`src/rtl/control_param_encoder.sv`:
```
// Readback encoder: snapshots the large/small control registers and streams
// them out as coded 32-bit words {code, payload} over a valid/ready handshake.
module control_param_encoder #(
   parameter int N_LARGE   = 2,
   parameter int LARGE_W   = 32,
   parameter int N_SMALL   = 4,
   parameter int SMALL_W   = 16,
   parameter int PAYLOAD_W = 16
) (
   input  logic                       clk,
   input  logic                       reset_n,
   input  logic [N_LARGE*LARGE_W-1:0] large_registers,
   input  logic [N_SMALL*SMALL_W-1:0] small_registers,
   input  logic                       readback_all,
   input  logic                       readback_single,
   input  logic [7:0]                 readback_code,
   input  logic                       tx_ready,
   output logic [31:0]                tx_data,
   output logic                       tx_valid,
   output logic                       busy,
   output logic                       done,
   output logic                       err
);

   localparam int         NCODES   = 2*N_LARGE + N_SMALL;
   localparam logic [7:0] MAX_CODE = 8'(NCODES);

   typedef enum logic [1:0] {IDLE, LOAD, SEND} state_t;

   state_t                     state_q;
   logic [7:0]                 code_q;
   logic [7:0]                 last_q;
   logic [N_LARGE*LARGE_W-1:0] snap_large_q;
   logic [N_SMALL*SMALL_W-1:0] snap_small_q;
   logic [31:0]                tx_data_q;
   logic                       tx_valid_q;
   logic                       busy_q;
   logic                       done_q;
   logic                       err_q;

   logic [31:0] word_tbl [NCODES+1];
   logic [31:0] cur_word_d;
   logic [31:0] nxt_word_d;
   logic        single_ok_d;

   // Every code's word is formatted from the snapshot, so mid-dump register
   // changes never leak into the stream.
   assign word_tbl[0] = '0;

   generate
      for (genvar gi = 0; gi < N_LARGE; gi++) begin : g_large
         assign word_tbl[2*gi+1] = {8'(2*gi+1),
            24'(snap_large_q[gi*LARGE_W+PAYLOAD_W +: LARGE_W-PAYLOAD_W])};
         assign word_tbl[2*gi+2] = {8'(2*gi+2),
            24'(snap_large_q[gi*LARGE_W +: PAYLOAD_W])};
      end
      for (genvar gi = 0; gi < N_SMALL; gi++) begin : g_small
         assign word_tbl[2*N_LARGE+1+gi] = {8'(2*N_LARGE+1+gi),
            24'(snap_small_q[gi*SMALL_W +: SMALL_W])};
      end
   endgenerate

   always_comb begin
      cur_word_d = '0;
      nxt_word_d = '0;
      for (int k = 1; k <= NCODES; k++) begin
         if (code_q == 8'(k))   cur_word_d = word_tbl[k];
         if (code_q == 8'(k-1)) nxt_word_d = word_tbl[k];
      end
   end

   assign single_ok_d = (readback_code != 8'd0) && (readback_code <= MAX_CODE);

   always_ff @(posedge clk or negedge reset_n) begin
      if (!reset_n) begin
         state_q      <= IDLE;
         code_q       <= '0;
         last_q       <= '0;
         snap_large_q <= '0;
         snap_small_q <= '0;
         tx_data_q    <= '0;
         tx_valid_q   <= 1'b0;
         busy_q       <= 1'b0;
         done_q       <= 1'b0;
         err_q        <= 1'b0;
      end else begin
         done_q <= 1'b0;
         err_q  <= 1'b0;
         case (state_q)
            IDLE: begin
               if (readback_all || (readback_single && single_ok_d)) begin
                  snap_large_q <= large_registers;
                  snap_small_q <= small_registers;
                  busy_q       <= 1'b1;
                  state_q      <= LOAD;
                  if (readback_all) begin
                     code_q <= 8'd1;
                     last_q <= MAX_CODE;
                  end else begin
                     code_q <= readback_code;
                     last_q <= readback_code;
                  end
               end else if (readback_single) begin
                  err_q <= 1'b1;
               end
            end
            LOAD: begin
               tx_data_q  <= cur_word_d;
               tx_valid_q <= 1'b1;
               state_q    <= SEND;
            end
            SEND: begin
               if (tx_ready) begin
                  if (code_q == last_q) begin
                     tx_valid_q <= 1'b0;
                     done_q     <= 1'b1;
                     busy_q     <= 1'b0;
                     state_q    <= IDLE;
                  end else begin
                     code_q    <= code_q + 8'd1;
                     tx_data_q <= nxt_word_d;
                  end
               end
            end
            default: state_q <= IDLE;
         endcase
      end
   end

   assign tx_data  = tx_data_q;
   assign tx_valid = tx_valid_q;
   assign busy     = busy_q;
   assign done     = done_q;
   assign err      = err_q;

endmodule

```
`config.mk`:
```
export PLATFORM = sky130hd
export DESIGN_NAME = control_param_encoder
export DESIGN_NICKNAME = d
export VERILOG_FILES = /design/src/rtl/control_param_encoder.sv
export SDC_FILE = /design/constraint.sdc
export NUM_CORES = 1
export LEC_CHECK = 0
export CAP_MARGIN = 0
export CORE_UTILIZATION = 35
export CTS_BUF_LIST = sky130_fd_sc_hd__clkbuf_16
export CTS_CLUSTER_SIZE = 28
export DETAILED_ROUTE_END_ITERATION = 10
export DONT_BUFFER_PORTS = 1
export GPL_TIMING_DRIVEN = 1
export MAX_ROUTING_LAYER = met4
export SYNTH_ARGS = -nofsm -noshare
export SYNTH_HDL_FRONTEND = slang
export SYNTH_SLANG_ARGS = --single-unit
```
`constraint.sdc`:
```
create_clock -name clk -period 2.4 [get_ports clk]
set_input_delay 0.48 -clock clk [delete_from_list [all_inputs] [get_ports clk]]
set_output_delay 0.48 -clock clk [all_outputs]
set_load 0.05 [all_outputs]
```
Yosys cells after proc, flatten, opt, wreduce, memory -nomap -nowiden

Cells that the tools add are included.

Bits in registers: 182
Output and inout port bits: 36

$add $sub $neg: 1
Magnitude comparators: 1
Equal/unequal tests: 15
Muxes and demuxes: 40
Reductions and logical operators: 14

Operators by type and width:

| operator              | number |
|---|---|
| $mux W32              | 15 |
| $pmux W32 S2          | 1 |
| $mux W25              | 2 |
| $mux W8               | 5 |
| $eq A8 B3 Y1 const B  | 4 |
| $mux W26              | 1 |
| $eq A8 B2 Y1 const B  | 2 |
| $pmux W8 S2           | 1 |
| $mux W1               | 9 |
| $reduce_and A3 Y1     | 3 |
| $add A8 B1 Y8 const B | 1 |
| $eq A8 B1 Y1 const B  | 1 |
| $eq A8 B4 Y1 const B  | 1 |
| $eq A8 B8 Y1          | 1 |
| $le A8 B4 Y1 const B  | 1 |
| $logic_not A8 Y1      | 1 |
| $ne A2 B2 Y1 const B  | 4 |
| $reduce_and A4 Y1     | 2 |
| $reduce_bool A8 Y1    | 1 |
| $mux W2               | 3 |
| $pmux W2 S3           | 1 |
| $pmux W1 S2           | 2 |
| $reduce_bool A2 Y1    | 2 |
| $eq A2 B1 Y1 const B  | 1 |
| 5 further kinds       | 6 |

Logic depth before layout (Yosys ltp)

Gate-level depths: netlist (run 1).

Depth in word-level cells: 12
Mapped depth: 10

Least setup slack after synthesis (run 1)

No wires, ideal clock.

Path kind: register to register
Start point: register code_q[0]
End point: register tx_data_q[24], in the netlist tx_data[24]
Setup time: 67 ps
Data arrival time: 2178 ps
Data required time: 2333 ps
Slack: 155 ps
Stages on the path, launching flop included: 11
Path buffers: 3
Cells stage by stage: dfrtp_1 > buf_2 > inv_1 > ha_1 > nor2b_1 > clkbuf_1 > clkbuf_1 > nor2_1 > or3_1 > a21oi_1 > mux2_2

Cells in the longest elaborated chain, start to end: 12

Ends and longest elaborated chain:

| item                   | RTL line | RTL |
|---|---|---|
| start, declared        | 31       | `logic [7:0] code_q;` |
| start signal, assigned | 100      | `code_q <= readback_code;` |
| start signal, assigned | 120      | `code_q <= code_q + 8'd1;` |
| $logic_not A8 Y1       | 68       | `if (code_q == 8'(k-1)) nxt_word_d = word_tbl[k];` |
| $mux W25               | 68       |  |
| $mux W32 (7 in a row)  | 68       |  |
| $mux W32               | 114      | `if (code_q == last_q) begin` |
| $mux W32               | 113      | `if (tx_ready) begin` |
| $pmux W32 S2           | 89       | `case (state_q)` |
| end signal, assigned   | 108      | `tx_data_q <= cur_word_d;` |
| end signal, assigned   | 121      | `tx_data_q <= nxt_word_d;` |
| end, declared          | 35       | `logic [31:0] tx_data_q;` |

Parallel ways exist; a longest one is shown, timed or not. The select of a mux whose other input is x is not followed.
A chain may end at the register's enable or synchronous reset.

Worst setup path in the final report (run 1)

Start point: register code_q[1]
End point: register tx_data_q[4], in the netlist tx_data[4]

The elaborated chain is that of the path after synthesis.

==> impl_metrics.yaml, run 1 <==
run_status:
  outcome: "finished, violations left"
  violations: "hold timing"
yosys:
  synth-edff-count: 0
  synth.avg_cell_area_um2: 11.3
  synth-seq-area-share_pct: 43.8
  async_flop_share_pct: 100
  synth_area_mm2: 0.00971
  synth_top_area_share_pct: 43.8
  ys_ff_latch: 170
  yosys_warnings: 0
  syn_inst: 862
  synth_top_cell_by_area: "dfrtp_1"
  synth_area_leaders: "dfrtp_1 (44%), mux2_4 (9.3%), mux2_2 (8.0%)"
  synth_ff_type: "dfrtp_1"
  ys_types: 62
routing:
  wl_met1_mm: 11.6
  drtIter0Drc: 694
  drc: 0
  wl_met2_mm: 14.4
  wirelength_mm: 29.0
  ant_nets: 0
  firstDrtPassIters: 5
  top_layer: "met4"
  vias: 7393
  via_per_inst: 5.90
  post_drt_wl_per_cell_um: 23.1
  route.met3.wl_mm: 2.02
timing:
  slew-limit-headroom_pct: 54.9
  whs_ps: -275
  period_needed_ps: 2260
  rsz0062_at_grt: "true"
  hold_violations: 170
  setup_viol_count_final: 0
  finalCritPeriodShare_pct: 94.0
  finalMaxSlewViolations: 0
  fin_skew_ps: 13.2
  max_freq_ghz: 0.443
  tightest_slew_ps: 676
  tns_ps: 0
pwr:
  peakVddDrop_mv: 0.819
  p_comb_share_pct: 48.3
  power_density_mw_per_mm2: 1540
  clkPwrFrac_pct: 16.3
  switching_share_pct: 42.3
  p_total_mw: 16.9
  p_int_mw: 9.74
  leakage_nw: 4.54
  seq_power_share_pct: 35.5
  power.switching_mw: 7.14
setup_path:
  reg2regPathDepth: 9
  worstPathCellList: "inv_1, ha_2, nor2b_4, buf_12, a221oi_1, o32ai_1, buf_4, a221oi_1, o31ai_1"
  crit_family: "compound AO/OA/AOI/OAI gates"
  crit_slowest_cell: "dfrtp_1"
  worstPathRequired_ps: 2760
  crit_fanout: 31
  rrSetupSlack_ps: 140
  path_buf_inv: 3
  endpoint_kind: "flip-flop"
  r2r-end: "tx_data[4]"
  r2r_start: "code_q[1]"
  cpPeakStageDelay_ps: 450
  cp-start-kind: "flip-flop"
  path_class: "reg2reg"
  arrival_ps: 2610
  crit_path_frequent_cell: "a221oi_1"
floorplanning:
  io_pins: 177
  floorplan.die_area_mm2: 0.0284
  row_count: 60
  die_x_um: 169
  coreArea_mm2: 0.0271
  initial_core_util_pct: 35.8
  fp.dieH_um: 169
clock_tree:
  cts_root_buf: "clkbuf_16"
  post-cts-setup-buffer-count: 0
  cts_max_level: 4
  clk_pin_slew_worst_paths_ps: 80
  clock_path_buffers: 2
  clk_latency_ps: 440
  cts_tree: "built"
  numCtsBuffers: 17
  cts_sinks: 170
grt:
  grtUsageTotal_pct: 21.0
  grt_pass1_wl_mm: 43.6
  grt_pass1_vias: 7366
  grt_max_degree: 171
  grt_overflow: 0
  grt_antenna_before_repair: 5
final_layout:
  nets: 1012
  final_core_util_pct: 40.4
  final_cells: 1254
  areaGrowthSynthToFinish_pct: 12.8
  final_area_mm2: 0.0109
  drive_gt1_share_pct: 29.8
place:
  io_buffers: 0
  dp.cells: 1216
  detailed_place_hpwl_mm: 20.3
  place.gp.congestion: 0.854
  post_dp_cell_area_mm2: 0.0103
min_path:
  hold_class: "in2async"
run:
  cap_violations: 0
-- worst max-delay path by stage --
stage	end	depth (start not counted)	slack (ps)	from
CTS	tx_data[10]	8	4	code_q[0]
finish	tx_data[4]	9	140	code_q[1]
global placement	tx_data[2]	9	20	code_q[1]
floorplan	tx_data[24]	10	160	code_q[0]
detailed placement	tx_data[2]	9	-9	code_q[1]
global route	tx_data[0]	9	-30	code_q[1]
-- cell type report --
type                            instances  area [um2]
Clock buffer                           17         425
Fill cell                            2574       16200
Timing Repair Buffer                   66         636
Clock inverter                         15         156
Tap cell                              372         465
Sequential cell                       170        4250
Multi-Input combinational cell        589        4920
Inverter                               20        75.1
Antenna cell                            5        12.5
-- cells in the mapped netlist, drive strengths merged, types with 4 or more instances --
cell / instances
a211oi: 6
a21oi: 27
a221o: 17
a221oi: 61
a22oi: 15
a31oi: 4
and2: 7
buf: 48
clkbuf: 46
dfrtp: 170
ha: 7
inv: 18
mux2: 135
nand2: 47
nand2b: 21
nand3: 6
nand3b: 4
nand4: 4
nor2: 20
nor2b: 19
nor3: 9
o211ai: 7
o21ai: 42
o31ai: 31
o32ai: 26
or3: 5
or3b: 14
xnor2: 8
-- cell usage in the layout (no fill, tap or decap), drive strengths merged, types with 18 or more instances in the layout --
master,count
o32ai,26
nor2,20
o21ai,42
a221oi,61
mux2,135
buf,65
inv,25
nor2b,19
clkbuf,18
nand2,47
nand2b,21
a21oi,27
o31ai,31
dfrtp,170
-- cells by family (layout without fill, tap and decap cells) --
| logic type | count (synthesis) | count (layout) | share of synthesized area (%) |
|---|---|---|---|
| compound gates | 255 | 255 | 19.9 |
| flops | 170 | 170 | 43.8 |
| simple gates | 168 | 168 | 9.55 |
| mux | 138 | 138 | 18.3 |
| buf+inv | 114 | 118 | 6.66 |
| xor+xnor | 9 | 9 | 0.812 |
| fa+ha+maj | 7 | 7 | 0.902 |
| other cells | 1 | 17 | 0.0386 |
-- what timing repair did --
| item | CTS | global route |
|---|---|---|
| setup endpoints to repair | 1 | 16 |
| hold endpoints to repair | 170 | 170 |
| pin swaps | 0 | 0 |
| gates resized for setup | 1 | 13 |
| gates cloned | 0 | 1 |
-- per-layer routing --
| metal | global-route usage, % | up-vias |
|---|---|---|
| li1 | - | 3280 |
| met1 | 24.5 | 3751 |
| met2 | 34.2 | 305 |
| met3 | 5.42 | 57 |
| met4 | 9.29 | 0 |
| met5 | - | - |
-- through the flow --
step | setup WS, ps | hold WS (ps)
after detailed placement | -8.70 | 193
after floorplan | 155 | 184
final | 144 | -275
after global routing | -35.0 | -307
after CTS | 3.79 | -291
after global placement | 18.8 | 191
-- power groups by stage --
stage | logic [mW] | registers [mW] | clock network (mW)
6_report | 8.15 | 5.99 | 2.75
5_1_grt | 8.81 | 6.12 | 2.91
4_1_cts | 7.95 | 5.96 | 2.82
3_5_place_dp | 7.90 | 6.00 | 0
3_3_place_gp | 7.77 | 5.97 | 0
2_1_floorplan | 5.90 | 5.41 | 0
-- sequential cells by signal (all words and copies together) (netlist names) --
signal,count
tx_valid,1
busy,1
done,1
state_q,2
code_q,8
snap_large_q,64
snap_small_q,64
tx_data,20
last_q,8
err,1
(Power assumes the default switching activity.)
==> run 2, diff against run 1 <==
--- a/config.mk
+++ b/config.mk
@@ -7,10 +7,9 @@
 export LEC_CHECK = 0
 export CAP_MARGIN = 0
 export CORE_UTILIZATION = 35
-export CTS_BUF_LIST = sky130_fd_sc_hd__clkbuf_16
+export CTS_BUF_LIST = sky130_fd_sc_hd__clkbuf_4
 export CTS_CLUSTER_SIZE = 28
 export DETAILED_ROUTE_END_ITERATION = 10
-export DONT_BUFFER_PORTS = 1
 export GPL_TIMING_DRIVEN = 1
 export MAX_ROUTING_LAYER = met4
 export SYNTH_ARGS = -nofsm -noshare
==> run 2 against run 1 <==
Against the previous run:
- the flow now finishes without violations
- wire length grew 1.4%
- critical endpoint is now tx_data[7]
- largest power group unchanged
- hold slack gained 730 ps
- die area is the same
- clock power shrank 32%
- flip-flop and latch count is the same
==> impl_metrics.yaml, run 2 (synthesized netlist as in run 1, its figures left out) <==
run_status:
  outcome: "finished clean"
final_layout:
  multi_input_comb_area_mm2: 0.00495
  areaGrowthSynthToFinish_pct: 29.7
  mostFrequentLayoutCells: "dfrtp_1 (169), clkdlybuf4s50_1 (163), buf_4 (75), mux2_2 (69)"
  drive_gt1_share_pct: 27.3
  fillCellCount: 2529
  regArea_mm2: 0.00426
  final_common_cell: "dfrtp_1"
  final_cells: 1441
  nets: 1202
timing:
  setup_viol_count_final: 0
  max_freq_ghz: 0.432
  fin_skew_ps: 32.4
  finalMaxSlewViolations: 0
  rsz0062_at_grt: "true"
  hold_violations: 0
  period_needed_ps: 2310
  whs_ps: 451
  finalCritPeriodShare_pct: 96.4
  tightest_slew_ps: 624
  slew-limit-headroom_pct: 58.4
floorplanning:
  floorplan.die_area_mm2: 0.0284
  fp.dieH_um: 169
  die_x_um: 169
  coreArea_mm2: 0.0271
  row_count: 60
  initial_core_util_pct: 35.8
  io_pins: 177
pwr:
  power_density_mw_per_mm2: 1320
  peakVddDrop_mv: 0.533
  leakage_nw: 5.21
clock_tree:
  cts_root_buf: "clkbuf_4"
  clock_path_buffers: 2
  clk_latency_ps: 590
  cts_max_level: 4
  cts_sinks: 170
  cts_tree: "built"
  numCtsBuffers: 17
  clk_pin_slew_worst_paths_ps: 170
  post-cts-setup-buffer-count: 0
routing:
  via_per_inst: 5.55
  vias: 8001
  firstDrtPassIters: 5
  post_drt_wl_per_cell_um: 20.4
  drtIter0Drc: 760
  wirelength_mm: 29.4
  drc: 0
  ant_nets: 0
min_path:
  hold_class: "in2async"
place:
  detailed_place_hpwl_mm: 21.5
  place.gp.congestion: 0.872
  io_buffers: 164
  dp.cells: 1406
setup_path:
  rrSetupSlack_ps: 120
  crit_slowest_cell: "clkdlybuf4s50_1"
  path_class: "reg2out"
  crit_fanout: 2
  cpPeakStageDelay_ps: 820
  cp-start-kind: "flip-flop"
  endpoint_kind: "output pin"
  crit_family: "buffers and inverters"
  crit_cells: 1
  startpoint: "tx_data[7]"
  arrival_ps: 1830
  path_buf_inv: 1
  r2r_start: "code_q[1]"
  worstPathRequired_ps: 1920
  worstPathCellList: "clkdlybuf4s50_1"
  reg2regPathDepth: 9
  r2r-end: "tx_data[4]"
  setup.worst_path.end: "tx_data[7]"
grt:
  use_met1_pct: 27.7
  grt_pass1_wl_mm: 45.7
  grt_pass1_vias: 7890
  grt_antenna_before_repair: 2
  busiest_layer: "met2"
  use_met3_pct: 2.83
  grtUsageTotal_pct: 21.6
  grt_overflow: 0
  grt_max_degree: 60
  grtUsageMet2_pct: 34.9
run:
  cap_violations: 0
[run 2: cell count changes in the layout (fill, tap and decap cells not counted), sizes merged]
cell,change
bufinv,+3
diode,-3
buf,+27
dlygate4sd3,+1
clkbuf,+1
clkdlybuf4s50,+163
inv,-3
clkinv,-2
[run 2: per-stage QoR]
step	power [mW]	setup TNS, ps	setup WS (ps)	utilization (%)	area (um2)
after floorplan	11.3	0	155	-	9750
after global placement	14.5	-44160	-359	45.0	12200
after detailed placement	14.7	-45820	-383	45.0	12200
after CTS	16.6	0	17.2	46.3	12500
after global routing	17.7	-54.3	-54.3	46.5	12600
final	16.7	0	85.8	46.5	12600
[run 2: repair_timing]
item                       4_1_cts  5_1_grt
hold endpoints to repair        52        0
hold buffers                     1        0
setup endpoints to repair        5       16
pin swaps                        0        1
resized for setup                4       14
[run 2: worst min path at each step]
stage                            endpoint  cells past startpoint
after detailed placement        last_q[0]                      2
after floorplan                      busy                      0
after global routing      snap_small_q[7]                      2
final                     snap_large_q[3]                      2
after global placement           tx_valid                      2
after CTS                 snap_small_q[3]                      2
[run 2: cell type report]
| cell class | instances | share of cell area (%) |
|---|---|---|
| Multi-Input combinational cell | 589 | 39.3 |
| Antenna cell | 2 | 0.0397 |
| Clock buffer | 19 | 1.13 |
| Sequential cell | 170 | 33.8 |
| Tap cell | 372 | 3.70 |
| Clock inverter | 13 | 1.33 |
| Timing Repair Buffer | 256 | 20.1 |
| Inverter | 20 | 0.596 |
[run 2: power breakdown]
part / switching (mW) / internal (mW) / leakage [nW]
registers: 1.31 / 4.21 / 2.04
logic: 4.60 / 4.70 / 3.00
clock network: 1.10 / 0.761 / 0.166
[run 2: metal layers]
metal | part of all wire [%] | up-vias | wire length (um)
met2 | 49 | 320 | 14400
met4 | 3.1 | 0 | 903
met3 | 4.7 | 44 | 1380
met1 | 43 | 3982 | 12800
li1 | - | 3655 | -
met5 | 0 | - | 0
[run 2: worst reg2reg max path, delay by kind of cell (launching register included)]
family	cells	cell delay, ps
AO/OA/AOI/OAI	4	760
buffers and inverters	3	510
flip-flops	1	490
adder cells (fa/ha/maj)	1	240
AND/OR/NAND/NOR	1	220
==> run 3, diff against run 2 <==
--- a/config.mk
+++ b/config.mk
@@ -11,7 +11,7 @@
 export CTS_CLUSTER_SIZE = 28
 export DETAILED_ROUTE_END_ITERATION = 10
 export GPL_TIMING_DRIVEN = 1
-export MAX_ROUTING_LAYER = met4
+export PLACE_DENSITY_LB_ADDON = 0.25
 export SYNTH_ARGS = -nofsm -noshare
 export SYNTH_HDL_FRONTEND = slang
 export SYNTH_SLANG_ARGS = --single-unit
==> run 3 against run 2 <==
Against the previous run:
- setup slack lost 26 ps
- critical path depth is the same
- clock-buffer cell count shrank 2
- highest routed layer is now met5
==> impl_metrics.yaml, run 3 (synthesized netlist as in run 1, its figures left out) <==
final_layout:
  final_common_cell: "dfrtp_1"
  drive_gt1_share_pct: 25.4
  areaGrowthSynthToFinish_pct: 27.2
  final_core_util_pct: 45.6
  multi_input_comb_area_mm2: 0.00493
  mostFrequentLayoutCells: "dfrtp_1 (170), clkdlybuf4s50_1 (162), mux2_2 (69), a221oi_1 (61)"
  regArea_mm2: 0.00425
  final_area_mm2: 0.0123
  fillCellCount: 2576
  nets: 1182
  final_cells: 1423
setup_path:
  arrival_ps: 1860
  r2r_start: "code_q[1]"
  cpPeakStageDelay_ps: 820
  worstPathRequired_ps: 1920
  rrSetupSlack_ps: 130
  path_class: "reg2out"
  r2r-end: "tx_data[10]"
  path_buf_inv: 1
  reg2regPathDepth: 8
  cp-start-kind: "flip-flop"
  worstPathCellList: "clkdlybuf4s50_1"
  crit_family: "buffers and inverters"
  crit_fanout: 2
  endpoint_kind: "output pin"
  crit_slowest_cell: "clkdlybuf4s50_1"
clock_tree:
  cts_max_level: 4
  clk_latency_ps: 600
  clock_path_buffers: 2
  cts_sinks: 170
  post-cts-setup-buffer-count: 0
  cts_tree: "built"
  cts_root_buf: "clkbuf_4"
  clk_pin_slew_worst_paths_ps: 160
  numCtsBuffers: 17
floorplanning:
  row_count: 60
  fp.dieH_um: 169
  coreArea_mm2: 0.0271
  die_x_um: 169
  initial_core_util_pct: 35.8
  io_pins: 177
  floorplan.die_area_mm2: 0.0284
routing:
  route.met3.wl_mm: 1.41
  drtIter0Drc: 682
  wl_met1_mm: 12.3
  ant_nets: 0
  drc: 0
  wl_met2_mm: 15.0
  via_per_inst: 5.57
  top_layer: "met5"
  post_drt_wl_per_cell_um: 20.7
  firstDrtPassIters: 7
  wirelength_mm: 29.4
  vias: 7931
timing:
  fin_ws_ps: 59.8
  tightest_slew_ps: 746
  finalCritPeriodShare_pct: 97.5
  hold_violations: 0
  rsz0062_at_grt: "false"
  slew-limit-headroom_pct: 50.2
  setup_viol_count_final: 0
  max_freq_ghz: 0.427
  period_needed_ps: 2340
  fin_skew_ps: 34.3
  finalMaxSlewViolations: 0
grt:
  grtUsageTotal_pct: 20.9
  grt_pass1_wl_mm: 45.4
  grt_pass1_vias: 7829
  grt_antenna_before_repair: 3
  grt_max_degree: 68
  grt_overflow: 0
min_path:
  hold_class: "in2async"
place:
  place_ws_ps: -408
  detailed_place_hpwl_mm: 21.3
  dp.cells: 1386
  post_dp_cell_area_mm2: 0.0120
  io_buffers: 164
  place.gp.congestion: 0.873
pwr:
  power_density_mw_per_mm2: 1310
  leakage_nw: 5.08
  peakVddDrop_mv: 0.505
run:
  cap_violations: 0
run_status:
  outcome: "finished clean"
[run 3: repair_timing]
item | CTS | global route
hold buffers | 1 | 0
setup endpoints to repair | 15 | 11
gates resized for setup | 1 | 12
endpoints found under the hold margin | 51 | 0
[run 3: per-stage QoR]
step	TNS (ps)	total power, mW	hold WS (ps)
4_1_cts	0	16.2	419
3_5_place_dp	-50080	14.3	484
6_report	0	16.2	420
5_1_grt	0	17.2	419
2_1_floorplan	0	11.3	184
3_3_place_gp	-52120	14.1	484
[run 3: how the worst max path moves through the flow]
| stage | start | to | slack, ps | cells past startpoint |
|---|---|---|---|---|
| floorplan | code_q[0] | tx_data[24] | 160 | 10 |
| global placement | readback_code[3] | snap_large_q[36] | -410 | 6 |
| detailed placement | readback_code[3] | snap_large_q[6] | -410 | 6 |
| CTS | code_q[1] | tx_data[1] | 20 | 9 |
| global route | tx_data[8] | tx_data[8] | 0.2 | 1 |
| finish | tx_data[8] | tx_data[8] | 60 | 1 |
[run 3: final cells by class]
cell class	count	share of cell area [%]
timing repair buffer	236	18.8
sequential	170	34.5
antenna	6	0.122
tap	372	3.77
clock buffer	17	1.03
clock inverter	13	1.35
inverter	20	0.608
multi-input combinational	589	39.9
[run 3: power by group]
| group | switching (mW) | internal (mW) |
|---|---|---|
| combinational | 4.50 | 4.37 |
| clock | 1.10 | 0.721 |
| sequential | 1.33 | 4.21 |
[run 3: metal layers]
layer  GRT usage (%)  vias to the layer above
met1            26.1                     3995
met3            3.58                       43
met2            36.5                      281
met5               0                        -
li1                -                     3610
met4            6.76                        2
[run 3: worst register-to-register path, delay by kind of cell, from the launching register on]
kind	cells	cell delay (ps)
AOI/OAI and AO/OA	4	770
adders and majority gates	1	260
buffers and inverters	3	690
DFF	1	480
